[config.mk]
export PLATFORM = sky130hd
export DESIGN_NAME = glyph_banner_ctrl_flat
export DESIGN_NICKNAME = d
export VERILOG_FILES = /design/src/rtl/glyph_banner_pkg.sv /design/src/rtl/glyph_banner_if.sv /design/src/rtl/banner_frame_cnt.sv /design/src/rtl/glyph_banner_ctrl.sv /design/src/flat_wrapper.sv
export SDC_FILE = /design/constraint.sdc
export NUM_CORES = 1
export LEC_CHECK = 0
export CORE_AREA = 2 2 96 98
export CTS_BUF_LIST = sky130_fd_sc_hd__clkbuf_4 sky130_fd_sc_hd__clkbuf_8
export DETAILED_ROUTE_END_ITERATION = 6
export DIE_AREA = 0 0 98 100
export PLACE_DENSITY = 0.77
export SLEW_MARGIN = 20
export SYNTH_ARGS = -nofsm -noshare
export SYNTH_HDL_FRONTEND = slang
export SYNTH_SLANG_ARGS = --single-unit
[constraint.sdc]
create_clock -name clk -period 3.17 [get_ports clk]
set_input_delay 0.4755 -clock clk [delete_from_list [all_inputs] [get_ports clk]]
set_output_delay 0.4755 -clock clk [all_outputs]
set_load 0.005 [all_outputs]
[src/rtl/glyph_banner_pkg.sv]
// Shared types and constants for the glyph banner sequencer.
package glyph_banner_pkg;

    typedef enum logic [2:0] {
        ST_IDLE,
        ST_REVEAL,
        ST_HOLD,
        ST_BLINK,
        ST_CLEAR
    } banner_state_t;

    typedef logic [9:0] coord_t;

    localparam int GLYPH_W_PX = 32;
    localparam int GLYPH_H_PX = 40;

endpackage

[src/rtl/glyph_banner_if.sv]
// Bus between game-state logic / glyph renderers and the banner sequencer.
interface glyph_banner_if #(
    parameter int N_GLYPH = 8
);
    logic                          frame_tick;
    logic                          start;
    logic                          abort;
    glyph_banner_pkg::coord_t      x0_base;
    glyph_banner_pkg::coord_t      y0_base;
    logic [N_GLYPH-1:0]            glyph_en;
    logic [10*N_GLYPH-1:0]         glyph_x0;
    glyph_banner_pkg::coord_t      glyph_y0;
    logic                          busy;
    logic                          done;

    modport master (
        output frame_tick, start, abort, x0_base, y0_base,
        input  glyph_en, glyph_x0, glyph_y0, busy, done
    );

    modport slave (
        input  frame_tick, start, abort, x0_base, y0_base,
        output glyph_en, glyph_x0, glyph_y0, busy, done
    );
endinterface

[src/rtl/banner_frame_cnt.sv]
// Loadable frame-tick down-counter; zero marks the tick on which the current period ends.
module banner_frame_cnt #(
    parameter int W = 8
) (
    input  logic         clk,
    input  logic         rst,
    input  logic         frame_tick,
    input  logic         load,
    input  logic [W-1:0] load_val,
    output logic         zero
);
    logic [W-1:0] count_q, count_d;

    always_comb begin
        count_d = count_q;
        if (load) begin
            count_d = load_val;
        end else if (frame_tick && (count_q != '0)) begin
            count_d = count_q - 1'b1;
        end
    end

    always_ff @(posedge clk or posedge rst) begin
        if (rst) begin
            count_q <= '0;
        end else begin
            count_q <= count_d;
        end
    end

    assign zero = (count_q == '0);
endmodule

[src/rtl/glyph_banner_ctrl.sv]
// Typewriter-style banner sequencer: reveal, hold, optional blink, clear.
// Blink phase is compiled only when GLYPH_BANNER_BLINK_EN is defined.
module glyph_banner_ctrl
    import glyph_banner_pkg::*;
#(
    parameter int N_GLYPH       = 8,
    parameter int GLYPH_W       = GLYPH_W_PX,
    parameter int GLYPH_GAP     = 8,
    parameter int REVEAL_FRAMES = 15,
    parameter int HOLD_FRAMES   = 120,
    parameter int BLINK_FRAMES  = 30,
    parameter int BLINK_COUNT   = 3
) (
    input  logic            clk,
    input  logic            rst,
    glyph_banner_if.slave   bus
);
    localparam int PITCH = GLYPH_W + GLYPH_GAP;
    localparam int MAX_RH = (REVEAL_FRAMES > HOLD_FRAMES) ? REVEAL_FRAMES : HOLD_FRAMES;
    localparam int MAX_P  = (MAX_RH > BLINK_FRAMES) ? MAX_RH : BLINK_FRAMES;
    localparam int CNT_W  = $clog2(MAX_P + 1);

    banner_state_t         state_q, state_d;
    logic [N_GLYPH-1:0]    en_q, en_d;
    logic [10*N_GLYPH-1:0] x0_q, x0_d;
    coord_t                y0_q, y0_d;
    logic                  busy_q, busy_d;
    logic                  done_q, done_d;

    logic                  cnt_load;
    logic [CNT_W-1:0]      cnt_val;
    logic                  cnt_zero;
    logic                  fire;
    logic [N_GLYPH:0]      en_shift;
    logic                  do_clear;

`ifdef GLYPH_BANNER_BLINK_EN
    localparam int BLINK_LAST = 2 * BLINK_COUNT - 1;
    localparam int BC_W       = $clog2(BLINK_LAST + 1);
    logic [BC_W-1:0] blink_q, blink_d;
`endif

    banner_frame_cnt #(.W(CNT_W)) u_frame_cnt (
        .clk        (clk),
        .rst        (rst),
        .frame_tick (bus.frame_tick),
        .load       (cnt_load),
        .load_val   (cnt_val),
        .zero       (cnt_zero)
    );

    // A period ends on the frame tick seen while the counter sits at zero.
    assign fire     = bus.frame_tick && cnt_zero;
    assign en_shift = {en_q, 1'b1};

    always_comb begin
        state_d  = state_q;
        en_d     = en_q;
        x0_d     = x0_q;
        y0_d     = y0_q;
        busy_d   = busy_q;
        done_d   = 1'b0;
        cnt_load = 1'b0;
        cnt_val  = '0;
        do_clear = 1'b0;
`ifdef GLYPH_BANNER_BLINK_EN
        blink_d  = blink_q;
`endif
        case (state_q)
            ST_IDLE: begin
                if (bus.start) begin
                    for (int i = 0; i < N_GLYPH; i++) begin
                        x0_d[10*i +: 10] = bus.x0_base + coord_t'(i * PITCH);
                    end
                    y0_d     = bus.y0_base;
                    busy_d   = 1'b1;
                    state_d  = ST_REVEAL;
                    cnt_load = 1'b1;
                end
            end
            ST_REVEAL: begin
                if (fire) begin
                    en_d     = en_shift[N_GLYPH-1:0];
                    cnt_load = 1'b1;
                    if (&en_shift[N_GLYPH-1:0]) begin
                        state_d = ST_HOLD;
                        cnt_val = CNT_W'(HOLD_FRAMES - 1);
                    end else begin
                        cnt_val = CNT_W'(REVEAL_FRAMES - 1);
                    end
                end
            end
            ST_HOLD: begin
                if (fire) begin
`ifdef GLYPH_BANNER_BLINK_EN
                    en_d     = '0;
                    state_d  = ST_BLINK;
                    blink_d  = '0;
                    cnt_load = 1'b1;
                    cnt_val  = CNT_W'(BLINK_FRAMES - 1);
`else
                    do_clear = 1'b1;
`endif
                end
            end
`ifdef GLYPH_BANNER_BLINK_EN
            ST_BLINK: begin
                if (fire) begin
                    if (blink_q == BC_W'(BLINK_LAST)) begin
                        do_clear = 1'b1;
                    end else begin
                        en_d     = ~en_q;
                        blink_d  = blink_q + 1'b1;
                        cnt_load = 1'b1;
                        cnt_val  = CNT_W'(BLINK_FRAMES - 1);
                    end
                end
            end
`endif
            default: begin
                state_d = ST_IDLE;
            end
        endcase

        // Clearing is folded into the ending tick so done and busy fall together.
        if (do_clear) begin
            en_d    = '0;
            done_d  = 1'b1;
            busy_d  = 1'b0;
            state_d = ST_IDLE;
        end

        if (bus.abort && (state_q != ST_IDLE)) begin
            en_d    = '0;
            done_d  = 1'b0;
            busy_d  = 1'b0;
            state_d = ST_IDLE;
        end
    end

    always_ff @(posedge clk or posedge rst) begin
        if (rst) begin
            state_q <= ST_IDLE;
            en_q    <= '0;
            x0_q    <= '0;
            y0_q    <= '0;
            busy_q  <= 1'b0;
            done_q  <= 1'b0;
`ifdef GLYPH_BANNER_BLINK_EN
            blink_q <= '0;
`endif
        end else begin
            state_q <= state_d;
            en_q    <= en_d;
            x0_q    <= x0_d;
            y0_q    <= y0_d;
            busy_q  <= busy_d;
            done_q  <= done_d;
`ifdef GLYPH_BANNER_BLINK_EN
            blink_q <= blink_d;
`endif
        end
    end

    assign bus.glyph_en = en_q;
    assign bus.glyph_x0 = x0_q;
    assign bus.glyph_y0 = y0_q;
    assign bus.busy     = busy_q;
    assign bus.done     = done_q;
endmodule

[src/flat_wrapper.sv]
// flat-port wrapper written by rule: the top's interface ports become plain ports
module glyph_banner_ctrl_flat import glyph_banner_pkg::*;
#(
    parameter int N_GLYPH       = 8,
    parameter int GLYPH_W       = GLYPH_W_PX,
    parameter int GLYPH_GAP     = 8,
    parameter int REVEAL_FRAMES = 15,
    parameter int HOLD_FRAMES   = 120,
    parameter int BLINK_FRAMES  = 30,
    parameter int BLINK_COUNT   = 3
)
  (clk, rst, bus_frame_tick, bus_start, bus_abort, bus_x0_base, bus_y0_base, bus_glyph_en, bus_glyph_x0, bus_glyph_y0, bus_busy, bus_done);
  glyph_banner_if #(.N_GLYPH(N_GLYPH)) bus_i ();
  input  logic clk;
  input  logic rst;
  input wire logic [$bits(bus_i.frame_tick)-1:0] bus_frame_tick;
  input wire logic [$bits(bus_i.start)-1:0] bus_start;
  input wire logic [$bits(bus_i.abort)-1:0] bus_abort;
  input wire logic [$bits(bus_i.x0_base)-1:0] bus_x0_base;
  input wire logic [$bits(bus_i.y0_base)-1:0] bus_y0_base;
  output wire logic [$bits(bus_i.glyph_en)-1:0] bus_glyph_en;
  output wire logic [$bits(bus_i.glyph_x0)-1:0] bus_glyph_x0;
  output wire logic [$bits(bus_i.glyph_y0)-1:0] bus_glyph_y0;
  output wire logic [$bits(bus_i.busy)-1:0] bus_busy;
  output wire logic [$bits(bus_i.done)-1:0] bus_done;
  assign bus_i.frame_tick = bus_frame_tick;
  assign bus_i.start = bus_start;
  assign bus_i.abort = bus_abort;
  assign bus_i.x0_base = bus_x0_base;
  assign bus_i.y0_base = bus_y0_base;
  assign bus_glyph_en = bus_i.glyph_en;
  assign bus_glyph_x0 = bus_i.glyph_x0;
  assign bus_glyph_y0 = bus_i.glyph_y0;
  assign bus_busy = bus_i.busy;
  assign bus_done = bus_i.done;
  glyph_banner_ctrl #(.N_GLYPH(N_GLYPH), .GLYPH_W(GLYPH_W), .GLYPH_GAP(GLYPH_GAP), .REVEAL_FRAMES(REVEAL_FRAMES), .HOLD_FRAMES(HOLD_FRAMES), .BLINK_FRAMES(BLINK_FRAMES), .BLINK_COUNT(BLINK_COUNT)) u_core (.clk(clk), .rst(rst), .bus(bus_i));
endmodule
# [Word level (Yosys, flattened, before mapping)]
# Index checks and enable logic that the tools add are counted.
# W data, S select, Z words.
[classes] n_addsub=8 n_eq_ne=6 n_mux=25 n_reduce_logical=17
[ops] op="$mux W7" count=5
[ops] op="$mux W8" count=4
[ops] op="$add A10 B8 Y10 const B" count=3
[ops] op="$add A10 B7 Y10 const B" count=2
[ops] op="$mux W3" count=5
[ops] op="$reduce_bool A3 Y1" count=5
[ops] op="$add A10 B6 Y10 const B" count=1
[ops] op="$add A10 B9 Y10 const B" count=1
[ops] op="$mux W1" count=9
[ops] op="$pmux W3 S3" count=1
[ops] op="$ne A4 B1 Y1 const B" count=2
[ops] op="$logic_not A7 Y1" count=1
[ops] op="$reduce_and A7 Y1" count=1
[ops] op="$reduce_bool A7 Y1" count=1
[ops] op="$sub A7 B1 Y7 const B" count=1
[ops] op="$reduce_and A2 Y1" count=3
[ops] op="$ne A4 B2 Y1 const B" count=1
[ops] op="$reduce_and A4 Y1" count=1
[ops] op="$eq A3 B1 Y1 const B" count=1
[ops] op="$eq A3 B2 Y1 const B" count=1
[ops] op="$logic_and A1 B1 Y1" count=3
[ops] op="$logic_not A3 Y1" count=1
[ops] op="$ne A3 B1 Y1 const B" count=1
[ops] op="$pmux W1 S2" count=1
[ops] op="$reduce_bool A2 Y1" count=1
[totals] regBits=110 input_bits=25 output_inout_bits=100

# [Logic depth before layout (Yosys ltp)]
[depth] depth_word=6 ltp_mapped=7 depth_no_buf=6

# [Cells and area by module]
# Synthesis repeated with hierarchy kept, for this count alone.
[hier_totals] cells_unflattened=425 area_unflattened_um2=4050.1
[modules_own_cells] mod="glyph_banner_ctrl" n_inst=1 cells_per_inst=367 area_per_inst_um2=3545.9 seq_area_each_um2=1776.7
[modules_own_cells] mod="banner_frame_cnt" n_inst=1 cells_per_inst=58 area_per_inst_um2=504.2 seq_area_each_um2=175.2

# [Worst setup path before layout]
# No wires, ideal clock.
[synth_timing] path_type="input port to flip-flop" from="in bus_x0_base[6]" to="reg u_core.x0_q[59], in the netlist u_core.bus.glyph_x0[59]" setup_time_ps=133 arrival_ps=1871 t_required_ps=3037 setup_slack_ps=1165 stages=7 path_buffers=1 path_cell_list="clkbuf_1 clkinv_1 ha_1 a211o_1 nand2_1 xor2_1 o21ai_0"
[synth_between] elab_chain_len=1
[synth_rtl] element="start, declared" line_no="flat_wrapper.sv:19" rtl="input wire logic [$bits(bus_i.x0_base)-1:0] bus_x0_base;"
[synth_rtl] element="$add A10 B8 Y10" line_no="glyph_banner_ctrl.sv:73" rtl="x0_d[10*i +: 10] = bus.x0_base + coord_t'(i * PITCH);"
[synth_rtl] element="end signal, assigned" line_no="glyph_banner_ctrl.sv:145" rtl="x0_q <= '0;"
[synth_rtl] element="end signal, assigned" line_no="glyph_banner_ctrl.sv:155" rtl="x0_q <= x0_d;"
[synth_rtl] element="end, declared" line_no="glyph_banner_ctrl.sv:25" rtl="logic [10*N_GLYPH-1:0] x0_q, x0_d;"
# No other way between the ends.
# A chain may end at the register's enable or synchronous reset.

# [Worst setup path after layout]
[layout_timing] from="in bus_x0_base[5]" to="reg u_core.x0_q[38], in the netlist u_core.bus.glyph_x0[38]"
[layout_between] elab_chain_len=1
[layout_rtl] element="$add A10 B7 Y10" line_no="glyph_banner_ctrl.sv:73"
# No other way between the ends.

==> run_results.csv <==
group,metric,value,unit
finish,nFillCells,786,
logic_synthesis,synth_seq_cells,78,
floorplan,die_y,100,um
timing,setup_tns,0,ns
routing,drtIter0Drc,119,
logic_synthesis,yosysTopAreaCell,"dfrtp_1",
finish,final_cells,613,
routing,drc,0,
global_route,grt_first_pass_wirelength,15000,um
floorplan,die_x,98,um
finish,utilization,58.9,%
routing,routed_wl,9040,um
placed_design,hpwl,6430,um
power_and_ir_drop,p_leak,2.32,nW
floorplan,io_pins,125,
global_route,antenna_found_initial,0,
power_and_ir_drop,ir_worst_vdd,0.000336,V
clocking,clkTransAtPathRegs,0.08,ns
timing,max_slew_margin,41.8,%
routing,avgRoutedWirePerCell,14.8,um
logic_synthesis,ys_seq_area_share,50.2,%
timing,max_freq,458,MHz
logic_synthesis,synth_top_area_share,50.2,%
logic_synthesis,synth.distinct_cells,51,
logic_synthesis,synthArstFlopShare,100,%
placed_design,gp_congestion,0.818,
run,cap_violations,0,
clocking,cts_root_buffer,"clkbuf_8",
global_route,grt_overflow,0,
clocking,clock_sinks,78,
worst_setup_path,endpoint_kind,"register",
timing,finalCritPeriodShare,68.8,%
clocking,cts.repair_timing.setup_buffer_count,0,
routing,drtPass1Iterations,4,
clocking,numCtsBuffers,9,
finish,syn2layout_area_growth,34.6,%
min_path,holdCritPathClass,"register to register",
timing,final.setup.worst_slack,0.988,ns
timing,finalClockSkew,0.00884,ns
finish,multi_input_area,1590,um^2
finish,final-seq-area,1950,um^2
timing,setup_violations,0,
timing,hold_viol,0,
finish,final_layout_size_suffix_gt1_share,6.37,%
placed_design,dp_cells,598,
logic_synthesis,synth_flop_cell,"dfrtp_1",
clocking,cts_resized,0,
clocking,clk_path_buf_depth,2,
logic_synthesis,synth_nets,448,
finish,diodes,0,
global_route,grt_max_degree,71,
logic_synthesis,synth.most_common_cell,"nand2_1",
logic_synthesis,syn-instance-count,411,
logic_synthesis,netlist_top_cells_area,"dfrtp_1 (50%), nand2_1 (10%), buf_4 (6.2%), o21ai_0 (4.9%), ha_1 (3.9%)",
run_status,status,"complete, no violations",
finish,nNetsFinal,535,
timing,finalCriticalPeriod,2.18,ns
logic_synthesis,synth_edf_count,0,
clocking,cts_tree,"built",
logic_synthesis,synthesis.area,3890,um^2
logic_synthesis,ys_warn_count,0,
global_route,grt_pass1_vias,3023,
clocking,postCtsHoldBufs,0,
global_route,grt.total_usage,19.0,%
placed_design,place_ws,0.694,ns
clocking,cts.htree.levels,3,
timing,rsz0062_at_grt,"no",
power_and_ir_drop,power_density,643,nW/um^2
logic_synthesis,avgSynthCellArea,9.46,um^2
routing,via_count,3041,
floorplan,fp.coreArea,8890,um^2
logic_synthesis,synth_common_cells,"nand2_1 (104), dfrtp_1 (78), o21ai_0 (38)",
placed_design,io_buffers,124,
floorplan,rows,35,
routing,antenna_left,0,
clocking,clkLatencyLatePin,0.34,ns
worst_setup_path,worstPathMaxFanout,10,
worst_setup_path,cp_data_arrival_time,2.40,ns
routing,vias_per_cell,4.96,
worst_setup_path,start_kind,"input port",
timing,fin_hold_ws,0.482,ns
floorplan,start_util,43.7,%
worst_setup_path,cp.required,3.39,ns
floorplan,die_area,9800,um^2
worst_setup_path,crit_type,"input port to register",
timing,slew_violations,0,
timing,tightest_slew,0.871,ns
-- per-stage QoR --
step	cell area [um^2]	power, mW
CTS	5230	3.40
floorplan	3890	1.97
global route	5230	3.58
detailed placement	5010	2.55
global placement	5010	2.51
finish	5230	3.36
-- cells by family after synthesis --
kind of cell               Yosys count  share of synthesized area [%]
and+or+nand+nor                    148                           16.6
AOI/OAI and AO/OA                   80                           13.1
DFF                                 78                           50.2
buffers and inverters               62                           9.11
xor gates and xnor gates            28                           6.31
adders and majority gates           12                           3.86
muxes                                3                          0.837
-- final timing paths --
path                                                from                       endpoint  slack [ns]  depth (start not counted)
min in group asynchronous                            rst         u_core.bus.glyph_en[7]        0.61                          2
setup reg to reg           u_core.u_frame_cnt.count_q[4]  u_core.u_frame_cnt.count_q[3]        1.00                          4
max in group asynchronous                            rst        u_core.bus.glyph_x0[77]        1.92                          3
hold reg to reg                   u_core.bus.glyph_x0[9]         u_core.bus.glyph_x0[9]        0.48                          2
hold / removal                    u_core.bus.glyph_x0[9]         u_core.bus.glyph_x0[9]        0.48                          2
setup / recovery                          bus_x0_base[5]        u_core.bus.glyph_x0[38]        0.99                          7
-- registers in the layout, summed over array words and instances (netlist names) --
| name | flops |
|---|---|
| u_core.bus.glyph_x0 | 49 |
| u_core.bus.done | 1 |
| u_core.bus.glyph_y0 | 10 |
| u_core.bus.glyph_en | 8 |
| u_core.u_frame_cnt.count_q | 7 |
| u_core.state_q | 2 |
| u_core.bus.busy | 1 |
-- cells in the final DEF, fill, tap and decap left out, types with 4 or more instances in the layout --
| cell | instances |
|---|---|
| nor2_1 | 16 |
| xnor2_1 | 15 |
| o21ai_0 | 38 |
| clkdlybuf4s50_1 | 124 |
| inv_1 | 7 |
| nand2_1 | 104 |
| dfrtp_1 | 78 |
| a22o_1 | 7 |
| clkbuf_8 | 11 |
| a21oi_1 | 11 |
| xor2_1 | 13 |
| nor3_1 | 6 |
| buf_4 | 4 |
| ha_1 | 12 |
-- report_power, final --
group          switching [mW]  internal [mW]  total, mW
Combinational           0.479          0.670       1.15
Sequential              0.168           1.20       1.37
Clock                   0.350          0.492      0.841
-- worst max-delay path: stages --
cell and delay, ns:
clkdlybuf4s50_1 0.73, inv_1 0.21, ha_1 0.23, a21boi_0 0.31, a21boi_0 0.18, xnor2_1 0.18, a21oi_1 0.08
-- routing by layer --
| metal | track usage [%] | wire [um] | vias up |
|---|---|---|---|
| li1 | - | - | 1505 |
| met1 | 25.4 | 4060 | 1428 |
| met2 | 29.8 | 4310 | 100 |
| met3 | 6.55 | 580 | 8 |
| met4 | 4.91 | 88 | 0 |
| met5 | 0 | 0 | - |
-- layout make-up --
type	count	share of cell area (%)
Tap cell	111	2.65
Clock inverter	3	1.29
Timing Repair Buffer	129	24.7
Inverter	9	0.669
Clock buffer	12	3.04
Sequential cell	78	37.3
Multi-Input combinational cell	271	30.4
No activity file was read; power rests on OpenSTA's default activity.
